**src/rtl/instr_fetch_unit_pkg.sv**
```systemverilog
// Shared fetch-stage types: RV32I major opcodes, queue entry layout
// and the opcode legality check used by fetch and the main decoder.
package instr_fetch_unit_pkg;

    localparam logic [6:0] OP_LOAD   = 7'h03;
    localparam logic [6:0] OP_STORE  = 7'h23;
    localparam logic [6:0] OP_RTYPE  = 7'h33;
    localparam logic [6:0] OP_BRANCH = 7'h63;
    localparam logic [6:0] OP_ITYPE  = 7'h13;
    localparam logic [6:0] OP_JAL    = 7'h6F;
    localparam logic [6:0] OP_JALR   = 7'h67;
    localparam logic [6:0] OP_LUI    = 7'h37;
    localparam logic [6:0] OP_AUIPC  = 7'h17;

    typedef struct packed {
        logic [31:0] instr;
        logic [31:0] pc;
    } fq_entry_t;

    function automatic logic is_illegal(input logic [31:0] instr);
        logic ok;
        case (instr[6:0])
            OP_LOAD, OP_STORE, OP_RTYPE,
            OP_BRANCH, OP_ITYPE, OP_JAL,
            OP_JALR, OP_LUI, OP_AUIPC: ok = 1'b1;
            default:                   ok = 1'b0;
        endcase
        return !(ok && (instr[1:0] == 2'b11));
    endfunction

endpackage

```
**src/rtl/instr_fetch_unit_if.sv**
```systemverilog
// Fetch-stage bus: imem request/response, execute redirect and
// the decode-side valid/ready bundle.
interface instr_fetch_unit_if;

    logic        imem_req_valid;
    logic        imem_req_ready;
    logic [31:0] imem_req_addr;
    logic        imem_rsp_valid;
    logic [31:0] imem_rsp_data;
    logic        redirect_valid;
    logic [31:0] redirect_pc;
    logic        if_valid;
    logic        if_ready;
    logic [31:0] if_instr;
    logic [31:0] if_pc;
    logic [31:0] if_pc_plus4;
    logic        if_illegal;

    modport master (
        output imem_req_valid, imem_req_addr,
        input  imem_req_ready,
        input  imem_rsp_valid, imem_rsp_data,
        input  redirect_valid, redirect_pc,
        output if_valid, if_instr, if_pc,
        output if_pc_plus4, if_illegal,
        input  if_ready
    );

    modport slave (
        input  imem_req_valid, imem_req_addr,
        output imem_req_ready,
        output imem_rsp_valid, imem_rsp_data,
        output redirect_valid, redirect_pc,
        input  if_valid, if_instr, if_pc,
        input  if_pc_plus4, if_illegal,
        output if_ready
    );

endinterface

```
**src/rtl/instr_fetch_unit_fetch_queue.sv**
```systemverilog
// Sync FIFO of {instr, pc} between imem responses and decode.
// DEPTH must be a power of two so the pointers wrap naturally.
import instr_fetch_unit_pkg::*;

module instr_fetch_unit_fetch_queue #(
    parameter  int DEPTH = 2,
    localparam int AW    = $clog2(DEPTH)
) (
    input  logic      clk,
    input  logic      reset,
    input  logic      push,
    input  fq_entry_t push_data,
    input  logic      pop,
    input  logic      clear,
    output fq_entry_t head,
    output logic [AW:0] count
);

    fq_entry_t     mem [DEPTH];
    logic [AW-1:0] rd_ptr;
    logic [AW-1:0] wr_ptr;

    always_ff @(posedge clk or negedge reset) begin
        if (!reset) begin
            for (int i = 0; i < DEPTH; i++)
                mem[i] <= '0;
            rd_ptr <= '0;
            wr_ptr <= '0;
            count  <= '0;
        end else if (clear) begin
            rd_ptr <= '0;
            wr_ptr <= '0;
            count  <= '0;
        end else begin
            if (push) begin
                mem[wr_ptr] <= push_data;
                wr_ptr      <= wr_ptr + AW'(1);
            end
            if (pop)
                rd_ptr <= rd_ptr + AW'(1);
            count <= count + (AW+1)'(push)
                           - (AW+1)'(pop);
        end
    end

    assign head = mem[rd_ptr];

endmodule

```
**src/rtl/instr_fetch_unit.sv**
```systemverilog
// RV32I fetch stage: owns the PC, issues credit-limited imem reads,
// queues returned words for decode and flushes on execute redirects.
import instr_fetch_unit_pkg::*;

module instr_fetch_unit #(
    parameter logic [31:0] RESET_PC = 32'h0000_0000,
    parameter int          QDEPTH   = 2
) (
    input logic              clk,
    input logic              reset,
    instr_fetch_unit_if.master fetch
);

    localparam int AW = $clog2(QDEPTH);
    localparam int CW = AW + 1;
    localparam int SW = CW + 1;

    typedef enum logic [1:0] {
        BOOT  = 2'd0,
        RUN   = 2'd1,
        FLUSH = 2'd2
    } state_t;

    state_t        state;
    state_t        state_nx;
    logic [31:0]   pc;
    logic [31:0]   pc_nx;
    logic [31:0]   rsp_pc;
    logic [31:0]   rsp_pc_nx;
    logic [CW-1:0] outstanding;
    logic [CW-1:0] out_nx;
    logic [CW-1:0] drop_cnt;
    logic [CW-1:0] drop_nx;
    logic [CW-1:0] count;
    logic [SW-1:0] credit;
    logic [31:0]   target;
    logic          q_valid;
    logic          pop;
    logic          push;
    logic          req_fire;
    logic          drop_rsp;
    fq_entry_t     head;
    fq_entry_t     push_data;

    assign target  = {fetch.redirect_pc[31:2], 2'b00};
    assign q_valid = (count != '0);
    assign pop     = q_valid && fetch.if_ready;

    // A pop this cycle frees its slot before any new response can land,
    // which is what sustains one instruction per cycle at QDEPTH=2.
    assign credit = SW'(outstanding) + SW'(count) - SW'(pop);

    assign fetch.imem_req_valid = (state == RUN)
                               && (credit < SW'(QDEPTH))
                               && !fetch.redirect_valid;
    assign fetch.imem_req_addr  = pc;

    assign req_fire = fetch.imem_req_valid && fetch.imem_req_ready;
    assign drop_rsp = (drop_cnt != '0) || fetch.redirect_valid;
    assign push     = fetch.imem_rsp_valid && !drop_rsp;

    assign push_data = '{instr: fetch.imem_rsp_data, pc: rsp_pc};

    always_comb begin
        state_nx  = state;
        pc_nx     = pc;
        rsp_pc_nx = rsp_pc;
        drop_nx   = drop_cnt;
        out_nx    = outstanding + CW'(req_fire)
                                - CW'(fetch.imem_rsp_valid);
        if (fetch.imem_rsp_valid && (drop_cnt != '0))
            drop_nx = drop_cnt - CW'(1);
        if (req_fire)
            pc_nx = pc + 32'd4;
        if (push)
            rsp_pc_nx = rsp_pc + 32'd4;
        // Everything still in flight after this cycle is stale.
        if (fetch.redirect_valid) begin
            pc_nx     = target;
            rsp_pc_nx = target;
            drop_nx   = out_nx;
        end
        unique case (state)
            BOOT:    state_nx = RUN;
            RUN:     if (drop_nx != '0) state_nx = FLUSH;
            FLUSH:   if (drop_nx == '0) state_nx = RUN;
            default: state_nx = BOOT;
        endcase
    end

    always_ff @(posedge clk or negedge reset) begin
        if (!reset) begin
            state       <= BOOT;
            pc          <= RESET_PC;
            rsp_pc      <= RESET_PC;
            outstanding <= '0;
            drop_cnt    <= '0;
        end else begin
            state       <= state_nx;
            pc          <= pc_nx;
            rsp_pc      <= rsp_pc_nx;
            outstanding <= out_nx;
            drop_cnt    <= drop_nx;
        end
    end

    instr_fetch_unit_fetch_queue #(
        .DEPTH(QDEPTH)
    ) u_queue (
        .clk      (clk),
        .reset    (reset),
        .push     (push),
        .push_data(push_data),
        .pop      (pop),
        .clear    (fetch.redirect_valid),
        .head     (head),
        .count    (count)
    );

    assign fetch.if_valid    = q_valid;
    assign fetch.if_instr    = q_valid ? head.instr : '0;
    assign fetch.if_pc       = q_valid ? head.pc : '0;
    assign fetch.if_pc_plus4 = q_valid ? head.pc + 32'd4 : '0;
    assign fetch.if_illegal  = q_valid && is_illegal(head.instr);

endmodule
```
**src/flat_wrapper.sv**
```systemverilog
// flat-port wrapper written by rule: the top's interface ports become plain ports
module instr_fetch_unit_flat 
#(
    parameter logic [31:0] RESET_PC = 32'h0000_0000,
    parameter int          QDEPTH   = 2
)
  (clk, reset, fetch_imem_req_valid, fetch_imem_req_addr, fetch_imem_req_ready, fetch_imem_rsp_valid, fetch_imem_rsp_data, fetch_redirect_valid, fetch_redirect_pc, fetch_if_valid, fetch_if_instr, fetch_if_pc, fetch_if_pc_plus4, fetch_if_illegal, fetch_if_ready);
  instr_fetch_unit_if fetch_i ();
  input logic clk;
  input logic reset;
  output wire logic [$bits(fetch_i.imem_req_valid)-1:0] fetch_imem_req_valid;
  output wire logic [$bits(fetch_i.imem_req_addr)-1:0] fetch_imem_req_addr;
  input wire logic [$bits(fetch_i.imem_req_ready)-1:0] fetch_imem_req_ready;
  input wire logic [$bits(fetch_i.imem_rsp_valid)-1:0] fetch_imem_rsp_valid;
  input wire logic [$bits(fetch_i.imem_rsp_data)-1:0] fetch_imem_rsp_data;
  input wire logic [$bits(fetch_i.redirect_valid)-1:0] fetch_redirect_valid;
  input wire logic [$bits(fetch_i.redirect_pc)-1:0] fetch_redirect_pc;
  output wire logic [$bits(fetch_i.if_valid)-1:0] fetch_if_valid;
  output wire logic [$bits(fetch_i.if_instr)-1:0] fetch_if_instr;
  output wire logic [$bits(fetch_i.if_pc)-1:0] fetch_if_pc;
  output wire logic [$bits(fetch_i.if_pc_plus4)-1:0] fetch_if_pc_plus4;
  output wire logic [$bits(fetch_i.if_illegal)-1:0] fetch_if_illegal;
  input wire logic [$bits(fetch_i.if_ready)-1:0] fetch_if_ready;
  assign fetch_imem_req_valid = fetch_i.imem_req_valid;
  assign fetch_imem_req_addr = fetch_i.imem_req_addr;
  assign fetch_i.imem_req_ready = fetch_imem_req_ready;
  assign fetch_i.imem_rsp_valid = fetch_imem_rsp_valid;
  assign fetch_i.imem_rsp_data = fetch_imem_rsp_data;
  assign fetch_i.redirect_valid = fetch_redirect_valid;
  assign fetch_i.redirect_pc = fetch_redirect_pc;
  assign fetch_if_valid = fetch_i.if_valid;
  assign fetch_if_instr = fetch_i.if_instr;
  assign fetch_if_pc = fetch_i.if_pc;
  assign fetch_if_pc_plus4 = fetch_i.if_pc_plus4;
  assign fetch_if_illegal = fetch_i.if_illegal;
  assign fetch_i.if_ready = fetch_if_ready;
  instr_fetch_unit #(.RESET_PC(RESET_PC), .QDEPTH(QDEPTH)) u_core (.clk(clk), .reset(reset), .fetch(fetch_i));
endmodule
```
**config.mk**
```make
export PLATFORM = sky130hd
export DESIGN_NAME = instr_fetch_unit_flat
export DESIGN_NICKNAME = d
export VERILOG_FILES = /design/src/rtl/instr_fetch_unit_pkg.sv /design/src/rtl/instr_fetch_unit_if.sv /design/src/rtl/instr_fetch_unit_fetch_queue.sv /design/src/rtl/instr_fetch_unit.sv /design/src/flat_wrapper.sv
export SDC_FILE = /design/constraint.sdc
export NUM_CORES = 1
export LEC_CHECK = 0
export ABC_AREA = 1
export CORE_UTILIZATION = 35
export DETAILED_ROUTE_END_ITERATION = 7
export GPL_ROUTABILITY_DRIVEN = 0
export PLACE_DENSITY_LB_ADDON = 0.15
export SLEW_MARGIN = 10
export SYNTH_ARGS = -nofsm -noshare
export SYNTH_HDL_FRONTEND = slang
export SYNTH_SLANG_ARGS = --single-unit
```
**constraint.sdc**
```tcl
create_clock -name clk -period 4.5 [get_ports clk]
set_input_delay 1.35 -clock clk [delete_from_list [all_inputs] [get_ports clk]]
set_output_delay 1.35 -clock clk [all_outputs]
set_load 0.005 [all_outputs]
```
# Word level (Yosys, flattened, before mapping)
# Cells that the tools add are included.
dict set report word_totals {
  reg_bits 202
  in_bits 70
  out_inout_bits 131
}
dict set report op_classes {
  add_sub_neg 12
  magnitude_cmp 4
  eq_ne 14
  muxes 24
  n_bitwise 3
  n_reduce_logical 24
}
# op count
set op_table {}
lappend op_table {{$mux W64} 4}
lappend op_table {{$mux W32} 7}
lappend op_table {{$bwmux W128} 1}
lappend op_table {{$add A32 B3 Y32 const B} 3}
lappend op_table {{$demux W64 S1} 1}
lappend op_table {{$eq A7 B6 Y1 const B} 3}
lappend op_table {{$eq A7 B7 Y1 const B} 3}
lappend op_table {{$eq A7 B5 Y1 const B} 2}
lappend op_table {{$reduce_bool A2 Y1} 6}
lappend op_table {{$mux W2} 5}
lappend op_table {{$logic_and A1 B1 Y1} 9}
lappend op_table {{$reduce_or A9 Y1} 1}
lappend op_table {{$eq A7 B2 Y1 const B} 1}
lappend op_table {{$pmux W2 S3} 1}
lappend op_table {{$mux W1} 5}
lappend op_table {{$add A2 B1 Y2} 2}
lappend op_table {{$eq A2 B2 Y1 const B} 2}
lappend op_table {{$ge A2 B2 Y1 const B} 2}
lappend op_table {{$logic_not A2 Y1} 2}
lappend op_table {{$not A1 Y2} 2}
lappend op_table {{$reduce_and A2 Y1} 2}
lappend op_table {{$sub A2 B1 Y2} 2}
lappend op_table {{$add A2 B2 Y3} 1}
lappend op_table {{$logic_not A1 Y1} 3}
lappend op_table {{10 further kinds} 11}

# Logic depth before layout (Yosys ltp)
# Gate-level depths: netlist of run 1.
dict set report depth {
  word_depth 13
  mapped_depth 22
  ltp_nobuf 19
}

# By module
# A second synthesis of run 1 with hierarchy kept.
dict set report hier_totals {
  cells_unflattened 1617
  hier_area_um2 12472.0
}
# module n_inst cells_per_inst area_each_um2 seq_area_each_um2
set modules_own_cells {}
lappend modules_own_cells {instr_fetch_unit_fetch_queue 1 572 6308.6 3303.2}
lappend modules_own_cells {instr_fetch_unit 1 1045 6163.4 1651.6}

# Least setup slack after synthesis of run 1
# OpenSTA, ideal clock, no wires.
dict set report synth_timing {
  path_type {input -> output}
  startpoint {input port fetch_if_ready}
  endpoint {output port fetch_imem_req_valid}
  arrival_ps 2686
  path_slack_ps 464
  stages 10
  path_buffers 0
  path_cell_list {inv_1 nor2_1 ha_1 inv_1 nand2_1 fa_1 inv_1 nor3_1 nand2_1 inv_1}
}
dict set report synth_via {
  elab_chain_len 5
}
# element line_no
set synth_lines {}
lappend synth_lines {{from (decl)} flat_wrapper.sv:23} ;# input wire logic [$bits(fetch_i.if_ready)-1:0] fetch_if_ready;
lappend synth_lines {{$logic_and A1 B1 Y1} instr_fetch_unit.sv:47} ;# assign pop = q_valid && fetch.if_ready;
lappend synth_lines {{$sub A3 B1 Y3} instr_fetch_unit.sv:51} ;# assign credit = SW'(outstanding) + SW'(count) - SW'(pop);
lappend synth_lines {{$lt A3 B2 Y1} instr_fetch_unit.sv:54} ;# && (credit < SW'(QDEPTH))
lappend synth_lines {{$logic_and A1 B1 Y1} instr_fetch_unit.sv:54}
lappend synth_lines {{$logic_and A1 B1 Y1} instr_fetch_unit.sv:55} ;# && !fetch.redirect_valid;
lappend synth_lines {{to (decl)} flat_wrapper.sv:11} ;# output wire logic [$bits(fetch_i.imem_req_valid)-1:0] fetch_imem_req_valid;
# No other way between the ends.

# Final worst setup path of run 1
# Same ends and word-level chain as after synthesis.

==> key figures, run 1 <==
STA
  • RSZ-0062 raised after global routing: no
  • Worst rel slew slack: 37.53%
  • Fmax: 228.8 MHz
  • Final setup fails: 0
  • Hold Slack: 0.4829 ns
  • Max-slew violations: 0
  • Tmin final: 4.370 ns
  • Clock skew: 0.01534 ns
  • Slew @ Worst Pin: 0.9336 ns
  • Tcrit/Tclk final: 97.12%
  • Final hold vios: 0

Die
  • I/O pin count: 201
  • Die area: 0.03277 mm^2
  • Rows: 65
  • Core Area: 0.03156 mm^2
  • Height of the chip: 181.0 um
  • Initial Util: 35.55%
  • Die X-Extent: 181.0 um

Cells and area
  • Share of cells above drive strength 1: 5.830%
  • Core Util, Final: 44.90%
  • Diodes inserted: 0
  • Nets@finish: 1852
  • Commonest non-fill, non-tap cell in the layout: nand2_1
  • Commonest cells after routing, fill and taps aside: nand2_1, inv_1, dfrtp_1, clkdlybuf4s50_1, o21ai_0
  • Syn-to-layout area delta: 26.30%

Critical path
  • Critical path's slowest cell: fa_1
  • Critical R2R Capture: u_core.state[1]
  • Reg2reg path depth: 18
  • WP buf/inv: 6
  • CP dominant cell by count: inv_1
  • Crit path DAT: 3.02 ns
  • Crit-path max FO: 2
  • Slowest stage delay, CP: 0.51 ns
  • CP top delay family: adder cells
  • Endpoint class of the critical path: output pin
  • Crit Path Category: input port to output pin
  • Worst EP required: 3.15 ns
  • Setup slack, reg-to-reg: 1.54 ns
  • CP Launch Type: input port
  • Worst path cell trace: dlygate4sd2_1 -> inv_1 -> nor2_2 -> ha_1 -> inv_1 -> nand2_2 -> fa_1 -> inv_1 -> nor3_2 -> nand2_1 -> inv_2 -> buf_6
  • FF-to-FF Start: u_core.u_queue.count[0]

Global routing
  • Gr ovfl total: 0
  • Antenna violations before repair: 0
  • Pin count of the biggest net entering global routing: 125
  • Busiest grt layer: met2
  • Vias in the first global route: 9997
  • Met1 Resource Use GR: 29.92%
  • Met3 Resource Use GR: 2.862%
  • First-pass GRT wire length: 52.69 mm
  • Met2 usage: 30.70%
  • All-Layer GR Usage: 20.00%

Logic synthesis
  • Number of synthesized flops with an enable pin: 0
  • Post-synthesis cell count: 1600
  • Sequential share of the synthesized area: 43.28%
  • Synth Flop Type: dfrtp_1
  • Distinct cell type count after synthesis: 45
  • Ys Warns: 0
  • Syn_area_per_cell: 7.011 um^2
  • Syn Std Cell Area: 0.01122 mm^2
  • #FFs+latches synth: 194
  • Ys async rst share: 100.0%

Clock tree
  • CTS Sinks: 194
  • Longest Clk Path Bufs: 2
  • Cts hold-fix bufs: 0
  • Root Driver: clkbuf_16
  • Clock latency on the worst-skew pair: 0.44 ns
  • Htree depth: 4
  • CTS tree: built
  • Total CTS buffers: 17
  • Clock Pin Slew Worst Setup and Hold Paths: 0.07 ns

Routing
  • Drt drc: 0
  • First-pass detailed-route iteration total: 6
  • Vias per inst: 4.833
  • Post-DRT Antenna Nets: 0
  • Initial DRC Count: 721
  • Routed Wire Length: 32.15 mm
  • Total number of vias: 10564
  • Routed WL per cell: 14.71 um

Run
  • Max-Cap Viols: 0

Pwr
  • Gate power share: 44.1%
  • Leak: 6.615 nW
  • Seq pwr share: 35.9%
  • P_int: 4.636 mW
  • Sw power: 3.102 mW
  • Pwr per Cell Area: 546.2 mW/mm^2
  • Worst VDD drop: 0.2685 mV
  • Clock power share: 20.0%
  • Sw Ratio: 40.09%

Hold path
  • Hold depth: 2
  • Hold path startpoint: u_core.u_queue.mem[102]
  • Hold Path Class: flip-flop to flip-flop
  • Worst Hold End: u_core.u_queue.mem[102]

Status
  • Status: completed

Place
  • Dpl hpwl: 23.14 mm
  • Port bufs: 192
[layer usage]
metal | routed length [um] | share of wire [%]
met3 | 1533 | 4.8
met1 | 16340 | 51
met2 | 13970 | 43
met5 | 0 | 0
met4 | 312 | 0.97
[registers in the layout, indices dropped and copies added, names as in the netlist]
signal                      count
u_core.u_queue.rd_ptr           1
u_core.drop_cnt                 2
u_core.outstanding              2
u_core.u_queue.wr_ptr           1
u_core.rsp_pc                  30
u_core.u_queue.mem            124
u_core.state                    2
u_core.fetch.imem_req_addr     30
u_core.u_queue.count            2
[tightest hold or removal path: cells and delay by family (launching register included)]
| family | cells | cell delay, ns |
|---|---|---|
| flops | 1 | 0.34 |
| simple gates | 1 | 0.05 |
| compound gates | 1 | 0.06 |
[cells in the mapped netlist, types with 2 or more instances]
| master | n | share of area (%) |
|---|---|---|
| buf_1 | 4 | 0.13 |
| buf_6 | 6 | 0.60 |
| inv_1 | 194 | 6.5 |
| xnor2_1 | 9 | 0.70 |
| o211ai_1 | 16 | 1.1 |
| nor3_1 | 18 | 0.80 |
| clkbuf_1 | 31 | 1.0 |
| buf_4 | 8 | 0.54 |
| nand3b_1 | 3 | 0.20 |
| dfrtp_1 | 194 | 43 |
| a21boi_0 | 2 | 0.13 |
| inv_2 | 3 | 0.10 |
| o21ai_0 | 158 | 7.0 |
| nand4_1 | 13 | 0.73 |
| nand3_1 | 93 | 4.1 |
| a21oi_1 | 48 | 2.1 |
| clkinv_1 | 2 | 0.067 |
| ha_1 | 10 | 1.1 |
| nor2_2 | 10 | 0.56 |
| nor2_4 | 6 | 0.60 |
| buf_2 | 20 | 0.89 |
| or2_2 | 4 | 0.22 |
| xor2_1 | 21 | 1.6 |
| o21ai_1 | 10 | 0.45 |
| o21bai_1 | 5 | 0.33 |
| nand2_1 | 555 | 19 |
| nand3_2 | 2 | 0.18 |
| nand2_2 | 10 | 0.56 |
| o221ai_1 | 5 | 0.39 |
| nor2_1 | 125 | 4.2 |
[worst max path at each step]
| stage | depth (start not counted) | slack (ns) | from | endpoint |
|---|---|---|---|---|
| floorplan | 10 | 0.46 | fetch_if_ready | fetch_imem_req_valid |
| global placement | 12 | -0.62 | fetch_if_ready | fetch_imem_req_valid |
| detailed placement | 12 | -0.60 | fetch_if_ready | fetch_imem_req_valid |
| CTS | 13 | 0.02 | u_core.u_queue.rd_ptr | fetch_if_pc_plus4[28] |
| global route | 12 | 0.005 | fetch_if_ready | fetch_imem_req_valid |
| finish | 12 | 0.13 | fetch_if_ready | fetch_imem_req_valid |
[power by group through the flow]
stage               sequential, mW  clock [mW]  combinational (mW)
floorplan                     2.70           0                2.03
global placement              2.79           0                3.34
detailed placement            2.81           0                3.41
CTS                           2.78        1.59                3.42
global route                  2.87        1.65                3.88
finish                        2.78        1.55                3.41
[cell type report]
class	count	area (um^2)
flip-flops and latches	194	4858
clock inverters	15	167.7
fillers	3219	17390
repair buffers	216	2143
well taps	402	503.0
inverters	199	752.0
clock buffers	17	425.4
multi-input cells	1143	5318
[timing repair]
item                       in CTS  in global routing
setup buffers                   0                  3
setup endpoints to repair       1                 15
resized for setup               6                 11
pin swaps                       4                  6
[cell families after synthesis]
logic type      synth area share (%)
simple gates                   31.08
buf+inv                        9.861
compound gates                 12.02
flops                          43.28
xor+xnor                       2.343
fa+ha+maj                      1.294
other cells                  0.03343
mux                          0.08924
[through the flow]
stage	TNS, ns	total power [mW]	instance area [um^2]	setup slack (ns)	cells
after floorplan	0	4.733	11240	0.4635	1605
after global placement	-0.6209	6.130	13510	-0.6209	2151
after detailed placement	-0.6008	6.210	13510	-0.6008	2151
after CTS	0	7.783	14100	0.01953	2183
after global routing	0	8.400	14170	0.004789	2186
final	0	7.738	14170	0.1295	2186
Power figures use the tool's default switching activity.
==> run 2: changes to the inputs <==
--- a/config.mk
+++ b/config.mk
@@ -9,6 +9,7 @@
 export CORE_UTILIZATION = 35
 export DETAILED_ROUTE_END_ITERATION = 7
 export GPL_ROUTABILITY_DRIVEN = 0
+export MAX_ROUTING_LAYER = met4
 export PLACE_DENSITY_LB_ADDON = 0.15
 export SLEW_MARGIN = 10
 export SYNTH_ARGS = -nofsm -noshare
==> key figures, run 2 (synthesized netlist as in run 1, its figures left out) <==
Status
  • Status: completed (unchanged)

Routing
  • Initial DRC Count: 710 (was 721)
  • Vias per inst: 4.832 (was 4.833)
  • Drt drc: 0 (unchanged)
  • First-pass detailed-route iteration total: 5 (was 6)
  • Routed WL per cell: 14.66 um (was 14.71 um)
  • Total number of vias: 10563 (was 10564)
  • Routed Wire Length: 32.05 mm (was 32.15 mm)
  • Post-DRT Antenna Nets: 0 (unchanged)

Cells and area
  • Finished Layout Cells: 2186 (unchanged)
  • Number of fill cells in the layout: 3219 (unchanged)
  • Biggest register: u_core.u_queue.mem (unchanged)
  • Nets@finish: 1852 (unchanged)
  • Commonest non-fill, non-tap cell in the layout: nand2_1 (unchanged)
  • Commonest cells after routing, fill and taps aside: nand2_1, inv_1, dfrtp_1, clkdlybuf4s50_1, o21ai_0 (unchanged)
  • Diodes inserted: 0 (unchanged)
  • Finished Cell Area: 0.01417 mm^2 (unchanged)
  • Share of cells above drive strength 1: 5.830% (unchanged)
  • Max reg flops: 124 (unchanged)
  • Syn-to-layout area delta: 26.30% (unchanged)

STA
  • Slew @ Worst Pin: 0.9164 ns (was 0.9336 ns)
  • Hold Slack: 0.4820 ns (was 0.4829 ns)
  • Tmin final: 4.373 ns (was 4.370 ns)
  • Fmax: 228.7 MHz (was 228.8 MHz)
  • Final setup fails: 0 (unchanged)
  • Tcrit/Tclk final: 97.18% (was 97.12%)
  • Max-slew violations: 0 (unchanged)
  • Clock skew: 0.01461 ns (was 0.01534 ns)
  • Final hold vios: 0 (unchanged)
  • Worst rel slew slack: 38.68% (was 37.53%)

Die
  • Height of the chip: 181.0 um (unchanged)
  • Core Area: 0.03156 mm^2 (unchanged)
  • Initial Util: 35.55% (unchanged)
  • Rows: 65 (unchanged)
  • I/O pin count: 201 (unchanged)
  • Die X-Extent: 181.0 um (unchanged)
  • Die area: 0.03277 mm^2 (unchanged)

Critical path
  • Endpoint class of the critical path: output pin (unchanged)
  • Crit path DAT: 3.02 ns (about the same)
  • Slowest stage delay, CP: 0.51 ns (about the same)
  • FF-to-FF Start: u_core.u_queue.count[0] (unchanged)
  • CP dominant cell by count: inv_1 (unchanged)
  • Crit Path Category: input port to output pin (unchanged)
  • Critical path's slowest cell: fa_1 (unchanged)
  • Worst EP required: 3.15 ns (about the same)
  • Crit-path max FO: 2 (unchanged)
  • Worst path cell trace: dlygate4sd2_1 -> inv_1 -> nor2_2 -> ha_1 -> inv_1 -> nand2_2 -> fa_1 -> inv_1 -> nor3_2 -> nand2_1 -> inv_2 -> buf_6 (unchanged)
  • Worst Setup SP: fetch_if_ready (unchanged)
  • CP Launch Type: input port (unchanged)

Place
  • Placed instance area: 0.01351 mm^2 (unchanged)
  • Dpl hpwl: 23.14 mm (unchanged)
  • Placed Cells: 2151 (unchanged)
  • Port bufs: 192 (unchanged)

Clock tree
  • Clock latency on the worst-skew pair: 0.44 ns (about the same)
  • Root Driver: clkbuf_16 (unchanged)
  • Clock Pin Slew Worst Setup and Hold Paths: 0.07 ns (about the same)
  • Total CTS buffers: 17 (unchanged)
  • CTS Sinks: 194 (unchanged)
  • Htree depth: 4 (unchanged)
  • CTS tree: built (unchanged)
  • Cts hold-fix bufs: 0 (unchanged)
  • Longest Clk Path Bufs: 2 (unchanged)

Global routing
  • Gr ovfl total: 0 (unchanged)
  • Pin count of the biggest net entering global routing: 125 (unchanged)
  • First-pass GRT wire length: 52.67 mm (was 52.69 mm)
  • Antenna violations before repair: 0 (unchanged)
  • Vias in the first global route: 9989 (was 9997)
  • All-Layer GR Usage: 20.60% (was 20.00%)

Run
  • Max-Cap Viols: 0 (unchanged)

Pwr
  • Leak: 6.614 nW (was 6.615 nW)
  • Pwr per Cell Area: 546.2 mW/mm^2 (about the same)
  • Power after layout: 7.739 mW (was 7.738 mW)
  • Worst VDD drop: 0.2680 mV (was 0.2685 mV)

Hold path
  • Hold path startpoint: u_core.u_queue.mem[102] (unchanged)
  • Hold Path Class: flip-flop to flip-flop (unchanged)
run 2: what timing repair did:
action / CTS / global route
gates resized for setup: 6 / 10
buffers inserted: 0 / 3
setup endpoints to repair: 1 / 15
gates cloned: 0 / 0
pin swaps: 4 / 5
run 2: final timing paths:
path | to | slack (ns) | cells after the start
max reg2reg | u_core.state[1] | 1.54 | 18
max in group asynchronous | u_core.fetch.imem_req_addr[18] | 2.55 | 2
min reg2reg | u_core.u_queue.mem[102] | 0.48 | 2
min | u_core.u_queue.mem[102] | 0.48 | 2
max | fetch_imem_req_valid | 0.13 | 12
min in group asynchronous | u_core.fetch.imem_req_addr[2] | 0.96 | 1
run 2: cell type report:
| cell class | instances | area [um^2] | share of cell area, % |
|---|---|---|---|
| multi-input combinational | 1143 | 5318 | 37.53 |
| sequential | 194 | 4858 | 34.29 |
| timing repair buffer | 216 | 2143 | 15.13 |
| inverter | 199 | 752.0 | 5.308 |
| tap | 402 | 503.0 | 3.550 |
| clock buffer | 17 | 425.4 | 3.003 |
| clock inverter | 15 | 167.7 | 1.183 |
run 2: per-stage QoR:
| step | utilization [%] | setup TNS [ns] | setup slack [ns] |
|---|---|---|---|
| after global placement | 42.81 | -0.6209 | -0.6209 |
| after detailed placement | 42.81 | -0.6008 | -0.6008 |
| after floorplan | - | 0 | 0.4635 |
| after CTS | 44.70 | 0 | 0.01953 |
| final | 44.90 | 0 | 0.1267 |
| after global routing | 44.90 | -0.0008866 | -0.0008866 |
run 2: critical path, delay by kind of cell:
family,cells,cell delay [ns]
adders and majority gates,2,0.79
buffers and inverters,6,0.57
and+or+nand+nor,4,0.31
run 2: power by group:
group / leakage, nW / internal [mW] / total, mW / switching (mW)
logic: 3.87 / 1.48 / 3.41 / 1.93
clock network: 0.285 / 0.793 / 1.55 / 0.753
registers: 2.46 / 2.36 / 2.78 / 0.416
run 2: metal layers:
layer / GRT usage [%] / vias to the layer above / wire (um)
met1: 30.12 / 4893 / 16320
met4: 3.864 / 0 / 250
met3: 2.560 / 15 / 1489
met2: 30.64 / 301 / 13990
li1: - / 5354 / -
met5: - / - / 0
